<file path="config.mk">
export PLATFORM = sky130hd
export DESIGN_NAME = stripe_gearbox_flat
export DESIGN_NICKNAME = d
export VERILOG_FILES = /design/src/rtl/stripe_pkg.sv /design/src/rtl/stripe_gearbox_if.sv /design/src/rtl/stripe_out_reg.sv /design/src/rtl/stripe_gearbox.sv /design/src/flat_wrapper.sv
export SDC_FILE = /design/constraint.sdc
export NUM_CORES = 1
export LEC_CHECK = 0
export BUFFER_PORTS_ARGS = -buffer_cell sky130_fd_sc_hd__buf_2
export CAP_MARGIN = 5
export CORE_AREA = 4 4 121 134
export DETAILED_ROUTE_END_ITERATION = 16
export DIE_AREA = 0 0 125 138
export PLACE_DENSITY = 0.72
export SLEW_MARGIN = 40
export SYNTH_ARGS = -nofsm -noshare
export SYNTH_HDL_FRONTEND = slang
export SYNTH_SLANG_ARGS = --single-unit
</file>
<file path="constraint.sdc">
create_clock -name clk_2f -period 3.8 [get_ports clk_2f]
set_clock_uncertainty 0.1 [all_clocks]
set_input_delay 0.95 -clock clk_2f [delete_from_list [all_inputs] [get_ports clk_2f]]
set_output_delay 0.95 -clock clk_2f [all_outputs]
set_load 0.01 [all_outputs]
</file>
<file path="src/rtl/stripe_pkg.sv">
// stripe_pkg: shared state type and lane-mask helper for the lane striper gearbox.
package stripe_pkg;

   localparam int MAX_LANES = 8;

   typedef enum logic {
      ST_FILL = 1'b0,
      ST_FULL = 1'b1
   } state_t;

   // Mask with the low n bits set, never wider than the configured lane count.
   function automatic logic [MAX_LANES-1:0] lane_mask(input int unsigned n, input int unsigned lanes);
      logic [MAX_LANES-1:0] m;
      m = '0;
      for (int unsigned i = 0; i < MAX_LANES; i++) begin
         m[i] = (i < n) && (i < lanes);
      end
      return m;
   endfunction

endpackage

</file>
<file path="src/rtl/stripe_gearbox_if.sv">
// stripe_gearbox_if: word input handshake, flush and the parallel lane output bus.
interface stripe_gearbox_if #(
   parameter int WIDTH = 32,
   parameter int LANES = 2
);
   logic [WIDTH-1:0]       data_in;
   logic                   valid_in;
   logic                   ready_in;
   logic                   flush;
   logic [LANES*WIDTH-1:0] lane_data;
   logic [LANES-1:0]       lane_valid;
   logic                   ready_out;
   logic [15:0]            group_count;

   modport master (
      output data_in, valid_in, flush, ready_out,
      input  ready_in, lane_data, lane_valid, group_count
   );

   modport slave (
      input  data_in, valid_in, flush, ready_out,
      output ready_in, lane_data, lane_valid, group_count
   );
endinterface

</file>
<file path="src/rtl/stripe_out_reg.sv">
// stripe_out_reg: presented-group register, slot-free logic and accepted-group counter.
module stripe_out_reg #(
   parameter int WIDTH = 32,
   parameter int LANES = 2
) (
   input  logic                   clk_2f,
   input  logic                   reset,
   input  logic                   load,
   input  logic [LANES*WIDTH-1:0] load_data,
   input  logic [LANES-1:0]       load_mask,
   input  logic                   ready_out,
   output logic                   slot_free,
   output logic [LANES*WIDTH-1:0] lane_data,
   output logic [LANES-1:0]       lane_valid,
   output logic [15:0]            group_count
);

   logic drain;

   assign drain     = (|lane_valid) && ready_out;
   assign slot_free = ~(|lane_valid) || ready_out;

   // A new group replaces the presented one; a drain alone only drops the valids, data is kept.
   // NOTE: non-blocking (<=) for all registered state so every flop samples pre-edge values.
   always_ff @(posedge clk_2f or negedge reset) begin
      if (!reset) begin
         lane_data  <= '0;
         lane_valid <= '0;
      end else if (load) begin
         lane_data  <= load_data;
         lane_valid <= load_mask;
      end else if (drain) begin
         lane_valid <= '0;
      end
   end

   // Count groups taken downstream; wraps at 2^16 by width.
   always_ff @(posedge clk_2f or negedge reset) begin
      if (!reset) begin
         group_count <= '0;
      end else if (drain) begin
         group_count <= group_count + 16'd1;
      end
   end

endmodule

</file>
<file path="src/rtl/stripe_gearbox.sv">
// stripe_gearbox: collects LANES words into a group and hands it to the lane output register.
module stripe_gearbox
   import stripe_pkg::*;
#(
   parameter int WIDTH = 32,
   parameter int LANES = 2,
   parameter int IDXW  = $clog2(LANES)
) (
   input  logic             clk_2f,
   input  logic             reset,
   stripe_gearbox_if.slave  bus
);

   state_t                 state, state_next;
   logic [IDXW-1:0]        idx;
   logic [WIDTH-1:0]       collect [LANES];
   logic [LANES-1:0]       held_mask;

   logic                   accept;
   logic                   complete;
   logic                   slot_free;
   logic                   load;
   logic [IDXW:0]          n;
   logic [LANES-1:0]       grp_mask;
   logic [LANES-1:0]       load_mask;
   logic [LANES*WIDTH-1:0] load_data;

   logic [LANES*WIDTH-1:0] out_data;
   logic [LANES-1:0]       out_valid;
   logic [15:0]            out_count;

   // ready_in depends on registered state only.
   assign bus.ready_in = (state == ST_FILL);
   assign accept       = (state == ST_FILL) && bus.valid_in;
   assign load         = (complete || (state == ST_FULL)) && slot_free;

   // Group formation: words held so far plus the one arriving this cycle, unfilled lanes zeroed.
   // NOTE: every signal written here gets a default first so no latch can be inferred.
   always_comb begin
      n         = {1'b0, idx} + {{IDXW{1'b0}}, accept};
      grp_mask  = LANES'(lane_mask(32'(n), LANES));
      complete  = 1'b0;
      if (state == ST_FILL) begin
         complete = (accept && (idx == IDXW'(LANES-1))) || (bus.flush && (n != '0));
      end
      load_mask = (state == ST_FULL) ? held_mask : grp_mask;
      load_data = '0;
      for (int k = 0; k < LANES; k++) begin
         if (load_mask[k]) begin
            load_data[k*WIDTH +: WIDTH] = (accept && (idx == IDXW'(k))) ? bus.data_in : collect[k];
         end
      end
   end

   // Next state: park in FULL when a group completes but the output slot is occupied.
   always_comb begin
      state_next = state;
      case (state)
         ST_FILL: if (complete && !slot_free) state_next = ST_FULL;
         ST_FULL: if (slot_free)              state_next = ST_FILL;
         default:                             state_next = ST_FILL;
      endcase
   end

   // State register.
   always_ff @(posedge clk_2f or negedge reset) begin
      if (!reset) state <= ST_FILL;
      else        state <= state_next;
   end

   // Collect buffer, fill index and the mask of a group waiting in FULL.
   // NOTE: the buffer is cleared on reset too, so reset leaves no trace of a discarded group.
   always_ff @(posedge clk_2f or negedge reset) begin
      if (!reset) begin
         idx       <= '0;
         held_mask <= '0;
         for (int k = 0; k < LANES; k++) collect[k] <= '0;
      end else begin
         if (accept) collect[idx] <= bus.data_in;
         if (complete) begin
            idx <= '0;
            if (!slot_free) held_mask <= grp_mask;
         end else if (accept) begin
            idx <= idx + 1'b1;
         end
      end
   end

   stripe_out_reg #(
      .WIDTH (WIDTH),
      .LANES (LANES)
   ) u_out_reg (
      .clk_2f      (clk_2f),
      .reset       (reset),
      .load        (load),
      .load_data   (load_data),
      .load_mask   (load_mask),
      .ready_out   (bus.ready_out),
      .slot_free   (slot_free),
      .lane_data   (out_data),
      .lane_valid  (out_valid),
      .group_count (out_count)
   );

   assign bus.lane_data   = out_data;
   assign bus.lane_valid  = out_valid;
   assign bus.group_count = out_count;

endmodule

</file>
<file path="src/flat_wrapper.sv">
// flat-port wrapper written by rule: the top's interface ports become plain ports
module stripe_gearbox_flat import stripe_pkg::*;
#(
   parameter int WIDTH = 32,
   parameter int LANES = 2,
   parameter int IDXW  = $clog2(LANES)
)
  (clk_2f, reset, bus_data_in, bus_valid_in, bus_flush, bus_ready_out, bus_ready_in, bus_lane_data, bus_lane_valid, bus_group_count);
  stripe_gearbox_if #(.WIDTH(WIDTH), .LANES(LANES)) bus_i ();
  input  logic clk_2f;
  input  logic reset;
  input wire logic [$bits(bus_i.data_in)-1:0] bus_data_in;
  input wire logic [$bits(bus_i.valid_in)-1:0] bus_valid_in;
  input wire logic [$bits(bus_i.flush)-1:0] bus_flush;
  input wire logic [$bits(bus_i.ready_out)-1:0] bus_ready_out;
  output wire logic [$bits(bus_i.ready_in)-1:0] bus_ready_in;
  output wire logic [$bits(bus_i.lane_data)-1:0] bus_lane_data;
  output wire logic [$bits(bus_i.lane_valid)-1:0] bus_lane_valid;
  output wire logic [$bits(bus_i.group_count)-1:0] bus_group_count;
  assign bus_i.data_in = bus_data_in;
  assign bus_i.valid_in = bus_valid_in;
  assign bus_i.flush = bus_flush;
  assign bus_i.ready_out = bus_ready_out;
  assign bus_ready_in = bus_i.ready_in;
  assign bus_lane_data = bus_i.lane_data;
  assign bus_lane_valid = bus_i.lane_valid;
  assign bus_group_count = bus_i.group_count;
  stripe_gearbox #(.WIDTH(WIDTH), .LANES(LANES), .IDXW(IDXW)) u_core (.clk_2f(clk_2f), .reset(reset), .bus(bus_i));
endmodule
</file>
== Word level (Yosys, flattened, before mapping) ==
Cells that the tools add are included.

* Reductions and logical operators: 17
* Order comparisons: 4
* Muxes and demuxes: 16
* Bitwise gates (word level): 5
* Add/sub/neg operators: 3

{| class="wikitable"
|+ Operators with widths
! operator !! count
|-
| $mux 32 || 5
|-
| $bwmux 64 || 1
|-
| $demux 32 s1 || 1
|-
| $add 16x1->16 const B || 1
|-
| $logic_and 1x1->1 || 8
|-
| $mux 2 || 3
|-
| $reduce_bool 2->1 || 3
|-
| $mux 1 || 5
|-
| $lt 1x2->1 const A || 2
|-
| $not 1->1 || 4
|-
| $logic_or 1x1->1 || 3
|-
| $add 1x1->2 || 1
|-
| $ge 2x2->1 const B || 1
|-
| $lt 2x1->1 const B || 1
|-
| $not 1->2 || 1
|-
| $pmux 1 s2 || 1
|-
| $reduce_and 2->1 || 1
|-
| $reduce_or 2->1 || 1
|-
| $add 1x1->1 const B || 1
|-
| $logic_not 1->1 || 1
|}

* Input bits: 37
* Output and inout bits: 83
* Flip-flop bits (word level): 150
* Logic and storage cells: 53

== Longest topological paths before layout ==
Gate-level depths: netlist of the first run.

* Depth after elaboration: 10
* Mapped depth: 7
* Gate-level depth less buffers: 5

== Hierarchy ==
Synthesis of the first run repeated with hierarchy kept, for this count alone.

* Cell total of the unflattened synthesis: 558
* Area total of the unflattened synthesis: 7018.0 µm²

{| class="wikitable"
|+ By module, submodules not included
! module !! seq. area each (µm²) !! times used !! cells an instance !! area each (µm²)
|-
| stripe_gearbox || 1701.6 || 1 || 351 || 3838.7
|-
| stripe_out_reg || 2052.0 || 1 || 207 || 3179.3
|}

== Worst setup path before layout of the first run ==
Ideal clock, no wire load.

* Kind: input port to flip-flop
* Start: input port bus_flush
* End: register u_core.u_out_reg.lane_data[43]
* Buffers on the path: 3
* Stages: 7
* Path slack: 1.730 ns
* Library setup time: 0.083 ns
* Arrival time: 1.887 ns
* Data required time: 3.617 ns
* Path through: maj3_2 -> o21ai_2 -> buf_6 -> buf_6 -> buf_6 -> nand2_1 -> o21ai_0

* Longest elaborated chain between the ends: 5

{| class="wikitable"
|+ Ends and longest elaborated chain
! element !! line !! RTL
|-
| from (decl) || flat_wrapper.sv:14 || <nowiki>input wire logic [$bits(bus_i.flush)-1:0] bus_flush;</nowiki>
|-
| $logic_and 1x1->1 || stripe_gearbox.sv:44 || <nowiki>complete = (accept && (idx == IDXW'(LANES-1))) || (bus.flush && (n != '0));</nowiki>
|-
| $logic_or 1x1->1 || stripe_gearbox.sv:44 ||
|-
| $mux 1 || stripe_gearbox.sv:43 || <nowiki>if (state == ST_FILL) begin</nowiki>
|-
| $logic_or 1x1->1 || stripe_gearbox.sv:35 || <nowiki>assign load = (complete || (state == ST_FULL)) && slot_free;</nowiki>
|-
| $logic_and 1x1->1 || stripe_gearbox.sv:35 ||
|-
| to (signal assigned) || stripe_out_reg.sv:30 || <nowiki>lane_data <= load_data;</nowiki>
|-
| to (decl) || stripe_out_reg.sv:13 || <nowiki>output logic [LANES*WIDTH-1:0] lane_data,</nowiki>
|}

Every way passes these cells.
A chain may end at the register's enable or synchronous reset.

== Worst setup path after layout of the first run ==
* Start: register u_core.state
* End: output port bus_ready_in

* Longest elaborated chain between the ends: 1

{| class="wikitable"
|+ Ends and longest elaborated chain
! element !! line !! RTL
|-
| from (decl) || stripe_gearbox.sv:14 || <nowiki>state_t state, state_next;</nowiki>
|-
| from (signal assigned) || stripe_gearbox.sv:68 || <nowiki>else state <= state_next;</nowiki>
|-
| $not 1->1 || stripe_gearbox.sv:33 || <nowiki>assign bus.ready_in = (state == ST_FILL);</nowiki>
|-
| to (decl) || flat_wrapper.sv:16 || <nowiki>output wire logic [$bits(bus_i.ready_in)-1:0] bus_ready_in;</nowiki>
|}

Every way passes these cells.

==> results of run 1 <==
-- logic make-up (layout without fill, tap and decap cells) --
kind of cell,after synthesis,after routing,share of synthesized area (%)
buf+inv,44,162,4.109
compound gates,141,141,13.47
fa+ha+maj,2,2,0.3614
xor+xnor,14,14,1.865
simple gates,100,100,6.507
mux,97,97,16.61
flops,150,150,57.08
-- state kept, by name, summed over array words and instances, names as in the netlist --
| name | count |
|---|---|
| u_core.idx | 1 |
| u_core.u_out_reg.group_count | 16 |
| u_core.collect | 64 |
| u_core.state | 1 |
| u_core.u_out_reg.lane_data | 64 |
| u_core.u_out_reg.lane_valid | 2 |
| u_core.held_mask | 2 |
-- synthesized netlist by cell type (all sizes together) (2+ instances only) --
cell type,count,share of area (%)
a22oi,64,7.3
and2,2,0.19
buf,26,3.0
clkbuf,14,0.89
dfrtp,150,57
inv,4,0.23
mux2,97,17
nand2,72,4.1
nand2b,2,0.19
nand3,4,0.30
nand4,3,0.29
nor2,8,0.46
nor4,2,0.19
o211ai,2,0.23
o21ai,71,5.5
or2,2,0.19
xnor2,8,1.1
xor2,6,0.80
-- worst paths after layout --
| check | from | to | slack [ns] | depth (start not counted) |
|---|---|---|---|---|
| min in group clk_2f | u_core.u_out_reg.group_count[15] | u_core.u_out_reg.group_count[15] | 0.37 | 1 |
| worst min register to register | u_core.u_out_reg.group_count[15] | u_core.u_out_reg.group_count[15] | 0.37 | 1 |
| worst max register to register | u_core.state | u_core.collect[27] | 1.36 | 4 |
| worst min-delay path | reset | u_core.u_out_reg.lane_data[41] | 0.30 | 1 |
| max in group asynchronous | reset | u_core.collect[34] | 2.33 | 3 |
| worst max-delay path | u_core.state | bus_ready_in | 0.97 | 3 |
-- per-layer routing --
| metal | share of wire (%) | vias to the layer above | wire length (um) | GRT usage, % |
|---|---|---|---|---|
| met4 | 1.8 | 2 | 260 | 5.708 |
| li1 | - | 2170 | - | - |
| met3 | 6.0 | 28 | 858 | 5.748 |
| met2 | 48 | 107 | 6908 | 27.61 |
| met5 | 0.14 | - | 20 | 0 |
| met1 | 44 | 2258 | 6268 | 21.93 |
-- layout make-up --
type,instances,area [um2]
multi-input cells,354,2575
well taps,196,245.2
fillers,1340,7019
clock inverters,9,151.4
repair buffers,128,716.9
flip-flops and latches,150,3754
clock buffers,21,460.4
inverters,4,15.01
-- through the flow --
| stage | cell area (um2) | cells |
|---|---|---|
| final | 7918 | 862 |
| after global placement | 7271 | 831 |
| after global routing | 7918 | 862 |
| after CTS | 7883 | 861 |
| after detailed placement | 7271 | 831 |
| after floorplan | 6576 | 548 |
-- where the power goes --
part / internal, W / leakage (nW) / switching [W]
Clock: 0.00112 / 0.299 / 0.000632
Combinational: 0.000760 / 1.49 / 0.000819
Sequential: 0.00216 / 1.88 / 0.000362
Total: 0.00405 / 3.66 / 0.00181
==> metrics.md, run 1 <==
| Metric | Value |
|---|---|
| Crit path kind | `reg2out` |
| Final Cycle Share | `74.55%` |
| Syn Inst Count | `approximately 550` |
| Critical Path Source Type | `flop` |
| Number of global-route vias before repair | `4,711` |
| VDD IR-drop max | `around 0.34 mV` |
| FP Rows | `47` |
| Post-Syn Nets | `roughly 590` |
| Post-DP HPWL | `~9400 um` |
| DIE AREA | `17,250 um2` |
| Setup TNS | `0 ns` |
| Vias per inst | `between 5 and 6` |
| Starting Density | `44.03%` |
| Die height | `between 100 and 150 um` |
| Num CTS Buffers | `17` |
| Final Hold Vio Count | `0` |
| Synth Register Bits | `150` |
| Required time of the critical path | `2.75 ns` |
| IO Port Bufs | `roughly 120` |
| ANT cells | `0` |
| Clk buf depth | `2` |
| Mapped Area | `6576 um2` |
| Minimum clock period after layout | `~2.8 ns` |
| DR pass1 iterations | `4` |
| DR iter-0 viols | `260` |
| Pleak | `3.663 nW` |
| Area grow syn2layout | `20.40%` |
| Achievable Freq | `between 300 and 400 MHz` |
| Pwr Density | `approximately 740 nW/um2` |
| Data arrival time of the critical path | `approximately 1.8 ns` |
| Commonest non-fill, non-tap cell in the layout | `dfrtp_1` |
| Finished Core Util | `53.01%` |
| Crit-path cells | `inv_2 > buf_4 > buf_2` |
| Hold buffers post-CTS | `0` |
| Seq/Total Area, Yosys | `between 50% and 60%` |
| Status | `completed` |
| Drt total wl | `14,320 um` |
| Clk sinks | `150` |
| Post-synth EDFFs | `0` |
| Clk_lat worst skew | `between 0.4 and 0.5 ns` |
| Clk slew on worst S/H paths | `0.06 ns` |
| Library cells used by synthesis | `36` |
| CP max stage delay | `between 0.5 and 0.6 ns` |
| Slowest cell on the critical path | `dfrtp_1` |
| GP Congestion | `roughly 0.76` |
| Top FF cell, synth | `dfrtp_1` |
| Slew Limit Fails | `0` |
| Worst slack, placed | `1.111 ns` |
| Critical path's top delay family | `buffers and inverters` |
| Vias post-DR | `about 4,600` |
| CTS tree | `done` |
| # Post-CTS Setup Buffers | `0` |
| Final setup violation count | `0` |
| Htree depth | `4` |
| Number of top-level pins | `120` |
| Placeable Area | `between 10,000 and 15,000 um2` |
| Syn. warnings | `0` |
| Number of gates resized after CTS | `0` |
| Max-cap violations | `0` |
| Initial antenna violation count | `1` |
| Total power | `roughly 0.0059 W` |
| Minimum hold slack | `slightly below 0.3 ns` |
| Wire length per cell | `~17 um` |
| Die X | `between 100 and 150 um` |
| Largest net degree at the start of global routing | `93` |
| Worst setup EP type | `primary output` |
| Unrepaired setup endpoints after global routing | `no` |
| Final worst slack | `0.9672 ns` |
| Routed Antenna Nets | `0` |
| Hold/Removal Path Class | `in2async` |
| Buf/Inv on CP | `3` |
| Nets@finish | `a little under 700` |
| Slew headroom | `around half` |
| Most frequent cells in the layout | `dfrtp_1 (150), buf_2 (118), mux2_2 (96)` |
| Total track usage | `around 17%` |
| First-pass GRT wire length | `roughly 24,000 um` |
| DRC viols | `0` |
| Ratio of cells with drive above 1 in the final layout | `about two fifths` |
| Avg Inst Size Synth | `roughly 12 um2` |
| Post-synth ARST share | `between 90% and 100%` |
| Worst Max-Slew Pin Slew | `a little over 0.7 ns` |
| Max FO, Critical Path | `18` |
| GR Overflow Total | `0` |
| Root Buffer | `clkbuf_16` |
Note: power is estimated with default switching activity, not from simulation.
==> inputs of run 2 (changes only) <==
==> constraint.sdc (replaced) <==
create_clock -name clk_2f -period 2.8 [get_ports clk_2f]
set_clock_uncertainty 0.1 [all_clocks]
set_input_delay 0.7 -clock clk_2f [delete_from_list [all_inputs] [get_ports clk_2f]]
set_output_delay 0.7 -clock clk_2f [all_outputs]
set_load 0.01 [all_outputs]
==> metrics.md, run 2 (synthesis gave the netlist of run 1 again) <==
| Metric | Value |
|---|---|
| DRC viols | `0` |
| DR iter-0 viols | `between 200 and 250` |
| Fillers | `around 1,300` |
| IO Port Bufs | `119` |
| Most frequent cells in the layout | `dfrtp_1 (150), buf_2 (118), mux2_2 (96)` |
| VDD IR-drop max | `roughly 0.50 mV` |
| Total track usage | `between 10% and 20%` |
| Finished Layout Cells | `~870` |
| Wire length per cell | `around 17 um` |
| Final non-filler cell area | `approximately 8000 um2` |
| Largest net degree at the start of global routing | `around 150` |
| Root Buffer | `clkbuf_16` |
| Number of top-level pins | `between 100 and 150` |
| Max-cap violations | `0` |
| DP Area | `~7400 um2` |
| Slew headroom | `between 50 and 60%` |
| Biggest regs | `u_core.collect x64, u_core.u_out_reg.lane_data x64, u_core.u_out_reg.group_count x16` |
| Max FO, Critical Path | `18` |
| Final Cycle Share | `82.79%` |
| Hold/Removal Path Class | `in2async` |
| Clk buf depth | `2` |
| Placeable Area | `14,940 um2` |
| Hold buffers post-CTS | `0` |
| Minimum clock period after layout | `roughly 2.3 ns` |
| Total power | `roughly 0.008 W` |
| Status | `completed` |
| Die height | `roughly 140 um` |
| GR Overflow Total | `0` |
| GP Congestion | `around 0.8` |
| Area grow syn2layout | `21.92%` |
| CTS tree | `done` |
| Routed Antenna Nets | `0` |
| Htree depth | `4` |
| Placed insts | `836` |
| Die X | `~130 um` |
| Vias post-DR | `between 4,000 and 5,000` |
| Commonest non-fill, non-tap cell in the layout | `dfrtp_1` |
| Achievable Freq | `431.4 MHz` |
| Critical Path Source Type | `flop` |
| Worst Max-Slew Pin Slew | `between 0.6 and 0.7 ns` |
| Number of global-route vias before repair | `~4,800` |
| Starting Density | `~44%` |
| Worst setup EP type | `primary output` |
| First-pass GRT wire length | `about 25,000 um` |
| Slew Limit Fails | `0` |
| Unrepaired setup endpoints after global routing | `no` |
| Nets@finish | `~700` |
| DR pass1 iterations | `4` |
| Post-DP HPWL | `9548 um` |
| Number of gates resized after CTS | `0` |
| Data arrival time of the critical path | `between 1.5 and 2 ns` |
| Final Hold Vio Count | `0` |
| Clk_lat worst skew | `0.41 ns` |
| ANT cells | `0` |
| Pleak | `about 3.7 nW` |
| Clk slew on worst S/H paths | `0.06 ns` |
| Ratio of cells with drive above 1 in the final layout | `39.23%` |
| Required time of the critical path | `approximately 2 ns` |
| Clk sinks | `150` |
| # Post-CTS Setup Buffers | `0` |
| FP Rows | `47` |
| Initial antenna violation count | `1` |
| Vias per inst | `between 5 and 6` |
| Setup TNS | `0 ns` |
| Crit path kind | `reg2out` |
| Drt total wl | `15,080 um` |
| Num CTS Buffers | `17` |
| DIE AREA | `approximately 17,000 um2` |
| Final setup violation count | `0` |
| Pwr Density | `between 1000 and 1500 nW/um2` |
==> run 2: stage by stage <==
stage	hold WS [ns]	setup slack [ns]	util [%]
2_1_floorplan	0.3044	0.9803	-
3_3_place_gp	0.3563	0.5808	49.26
3_5_place_dp	0.3661	0.4598	49.26
4_1_cts	0.3476	0.4390	53.49
5_1_grt	0.1701	0.3979	53.68
6_report	0.1483	0.4819	53.68
==> run 2: area by class of cell <==
cell class                      count  area [um2]  area share [%]
Sequential cell                   150        3754           46.82
Clock inverter                      9       173.9           2.169
Tap cell                          196       245.2           3.059
Inverter                            4       15.01          0.1873
Timing Repair Buffer              133       802.0           10.00
Clock buffer                       23       457.9           5.712
Multi-Input combinational cell    354        2570           32.05
==> run 2: layer usage <==
layer  GRT usage (%)  vias to the layer above  wire length [um]
met5               0                        -                20
met4           6.050                        2               200
met3           4.668                       18               731
met2           30.42                      113              7667
met1           21.98                     2300              6460
li1                -                     2186                 -
==> run 2: report_power, final <==
part           switching [W]  internal, W
combinational        0.00114      0.00109
clock               0.000851      0.00160
sequential          0.000511      0.00294
total                0.00250      0.00563
==> run 2: path summary, 6_finish.rpt <==
path | cells past startpoint | to | start | slack [ns]
setup / recovery | 2 | bus_ready_in | u_core.state | 0.48
hold / removal | 2 | u_core.collect[6] | reset | 0.15
setup reg to reg | 4 | u_core.collect[3] | u_core.state | 0.64
hold reg to reg | 2 | u_core.u_out_reg.lane_data[48] | u_core.u_out_reg.lane_data[48] | 0.37
max in group asynchronous | 3 | u_core.u_out_reg.lane_data[23] | reset | 1.73
min in group clk_2f | 2 | u_core.u_out_reg.lane_data[48] | u_core.u_out_reg.lane_data[48] | 0.37
==> run 2: worst max-delay path, stage by stage (launching register included) <==
cell	delay, ns
dfrtp_1	0.50
inv_2	0.38
buf_2	0.22
==> inputs of run 3 (changes only) <==
==> constraint.sdc (replaced) <==
create_clock -name clk_2f -period 2.4 [get_ports clk_2f]
set_clock_uncertainty 0.1 [all_clocks]
set_input_delay 0.6 -clock clk_2f [delete_from_list [all_inputs] [get_ports clk_2f]]
set_output_delay 0.6 -clock clk_2f [all_outputs]
set_load 0.01 [all_outputs]
==> metrics.md, run 3 (synthesis gave the netlist of run 1 again) <==
| Metric | Value |
|---|---|
| Status | `completed` |
| Num CTS Buffers | `17` |
| IO Port Bufs | `~120` |
| Min-delay src | `bus_ready_out` |
| Placeable Area | `between 10,000 and 15,000 um2` |
| Achievable Freq | `460.9 MHz` |
| Final Cycle Share | `about nine tenths` |
| Area grow syn2layout | `21.21%` |
| R2r setup slk | `approximately 0.6 ns` |
| DIE AREA | `17,250 um2` |
| Total track usage | `17.67%` |
| Nets@finish | `700` |
| FP Rows | `between 40 and 50` |
| WHS Path Cells | `2` |
| ANT cells | `0` |
| Final setup violation count | `0` |
| Number of global-route vias before repair | `4,861` |
| Die height | `roughly 140 um` |
| Number of top-level pins | `120` |
| Pwr Density | `1150 nW/um2` |
| Clk sinks | `150` |
| Hold/Removal Path Class | `in2reg` |
| Crit path kind | `reg2out` |
| FF-to-FF Start | `u_core.u_out_reg.group_count[0]` |
| Htree depth | `4` |
| Max-cap violations | `0` |
| Ratio of cells with drive above 1 in the final layout | `39.61%` |
| Vias per inst | `5.333` |
| Setup TNS | `0 ns` |
| Post-DP HPWL | `9898 um` |
| Clk_lat worst skew | `between 0.4 and 0.5 ns` |
| Worst Max-Slew Pin Slew | `0.5499 ns` |
| First-pass GRT wire length | `24,920 um` |
| Drt total wl | `between 10,000 and 15,000 um` |
| Slew headroom | `a little over three fifths` |
| Starting Density | `~44%` |
| Routed Antenna Nets | `0` |
| VDD IR-drop max | `0.4214 mV` |
| Slew Limit Fails | `0` |
| Clk slew on worst S/H paths | `0.06 ns` |
| Finished Core Util | `between 50% and 60%` |
| Commonest non-fill, non-tap cell in the layout | `dfrtp_1` |
| Worst slack, placed | `0.3880 ns` |
| DR iter-0 viols | `about 220` |
| DR pass1 iterations | `4` |
| Max FO, Critical Path | `18` |
| Vias post-DR | `4,640` |
| Required time of the critical path | `around 1.7 ns` |
| Worst Hold End | `u_core.u_out_reg.lane_valid[0]` |
| GP Congestion | `about 0.8` |
| Data arrival time of the critical path | `between 1 and 1.5 ns` |
| Clk buf depth | `2` |
| Biggest regs | `u_core.collect x64, u_core.u_out_reg.lane_data x64, u_core.u_out_reg.group_count x16` |
| Wire length per cell | `about 17 um` |
| Most frequent cells in the layout | `dfrtp_1 (150), buf_2 (118), mux2_2 (96)` |
| Largest net degree at the start of global routing | `71` |
| DRC viols | `0` |
| Die X | `125 um` |
| Root Buffer | `clkbuf_16` |
| Worst R2R Path Depth | `5` |
| Final worst slack | `approximately 0.23 ns` |
| Critical Path Source Type | `flop` |
| CTS tree | `done` |
| Pleak | `about 3.7 nW` |
| GR Overflow Total | `0` |
| Minimum clock period after layout | `around 2.2 ns` |
| Initial antenna violation count | `1` |
| # Post-CTS Setup Buffers | `0` |
| Reg-to-reg endpoint | `u_core.u_out_reg.group_count[12]` |
| Final Hold Vio Count | `0` |
| Total power | `between 0.009 and 0.01 W` |
| Unrepaired setup endpoints after global routing | `no` |
| Worst setup EP type | `primary output` |
run 3: changes by cell type in the layout (fill, tap and decap cells not counted), moves of 2 or more:
cell | before | now
bufinv_16 | 5 | 2
clkbuf_8 | 1 | 3
clkbuf_1 | 5 | 2
clkinv_2 | 3 | 5
run 3: critical path: stages, from the launching register on:
cell and delay (ns):
dfrtp_1 0.50, inv_2 0.12, buf_4 0.26, buf_2 0.18
run 3: timing repair:
item,CTS,global route
hold buffers,1,0
resized for setup,0,0
hold endpoints to repair,34,0
run 3: routing by layer:
metal / GRT usage (%) / part of all wire (%)
met5: 0 / 0.088
met4: 6.792 / 1.8
met3: 5.401 / 5.4
met2: 28.15 / 48
met1: 22.78 / 44
run 3: power breakdown:
part           total (W)  leakage [nW]  internal, W  switching, W
logic            0.00257          1.53      0.00126       0.00132
registers        0.00401          1.88      0.00343      0.000584
clock network    0.00258         0.286      0.00160      0.000985
total            0.00917          3.70      0.00628       0.00289
run 3: worst max-delay path by stage:
stage,startpoint,depth (start not counted),to
CTS,u_core.state,3,bus_ready_in
floorplan,bus_flush,7,u_core.u_out_reg.lane_data[43]
global placement,bus_valid_in,5,u_core.u_out_reg.lane_data[0]
global route,u_core.state,3,bus_ready_in
finish,u_core.state,3,bus_ready_in
detailed placement,bus_valid_in,5,u_core.u_out_reg.lane_data[32]
run 3: layout make-up:
cell class	count	area, um2
flip-flops and latches	150	3754
clock buffers	22	474.2
clock inverters	9	101.3
inverters	4	15.01
fillers	1317	6965
well taps	196	245.2
repair buffers	135	812.0
multi-input cells	354	2570
run 3: per-stage QoR:
stage,std cells,area (um2),hold WS [ns]
finish,870,7971,0.3243
global route,870,7971,0.3068
CTS,870,7971,0.2988
detailed placement,838,7386,0.3652
global placement,838,7386,0.3575
floorplan,548,6576,0.2044
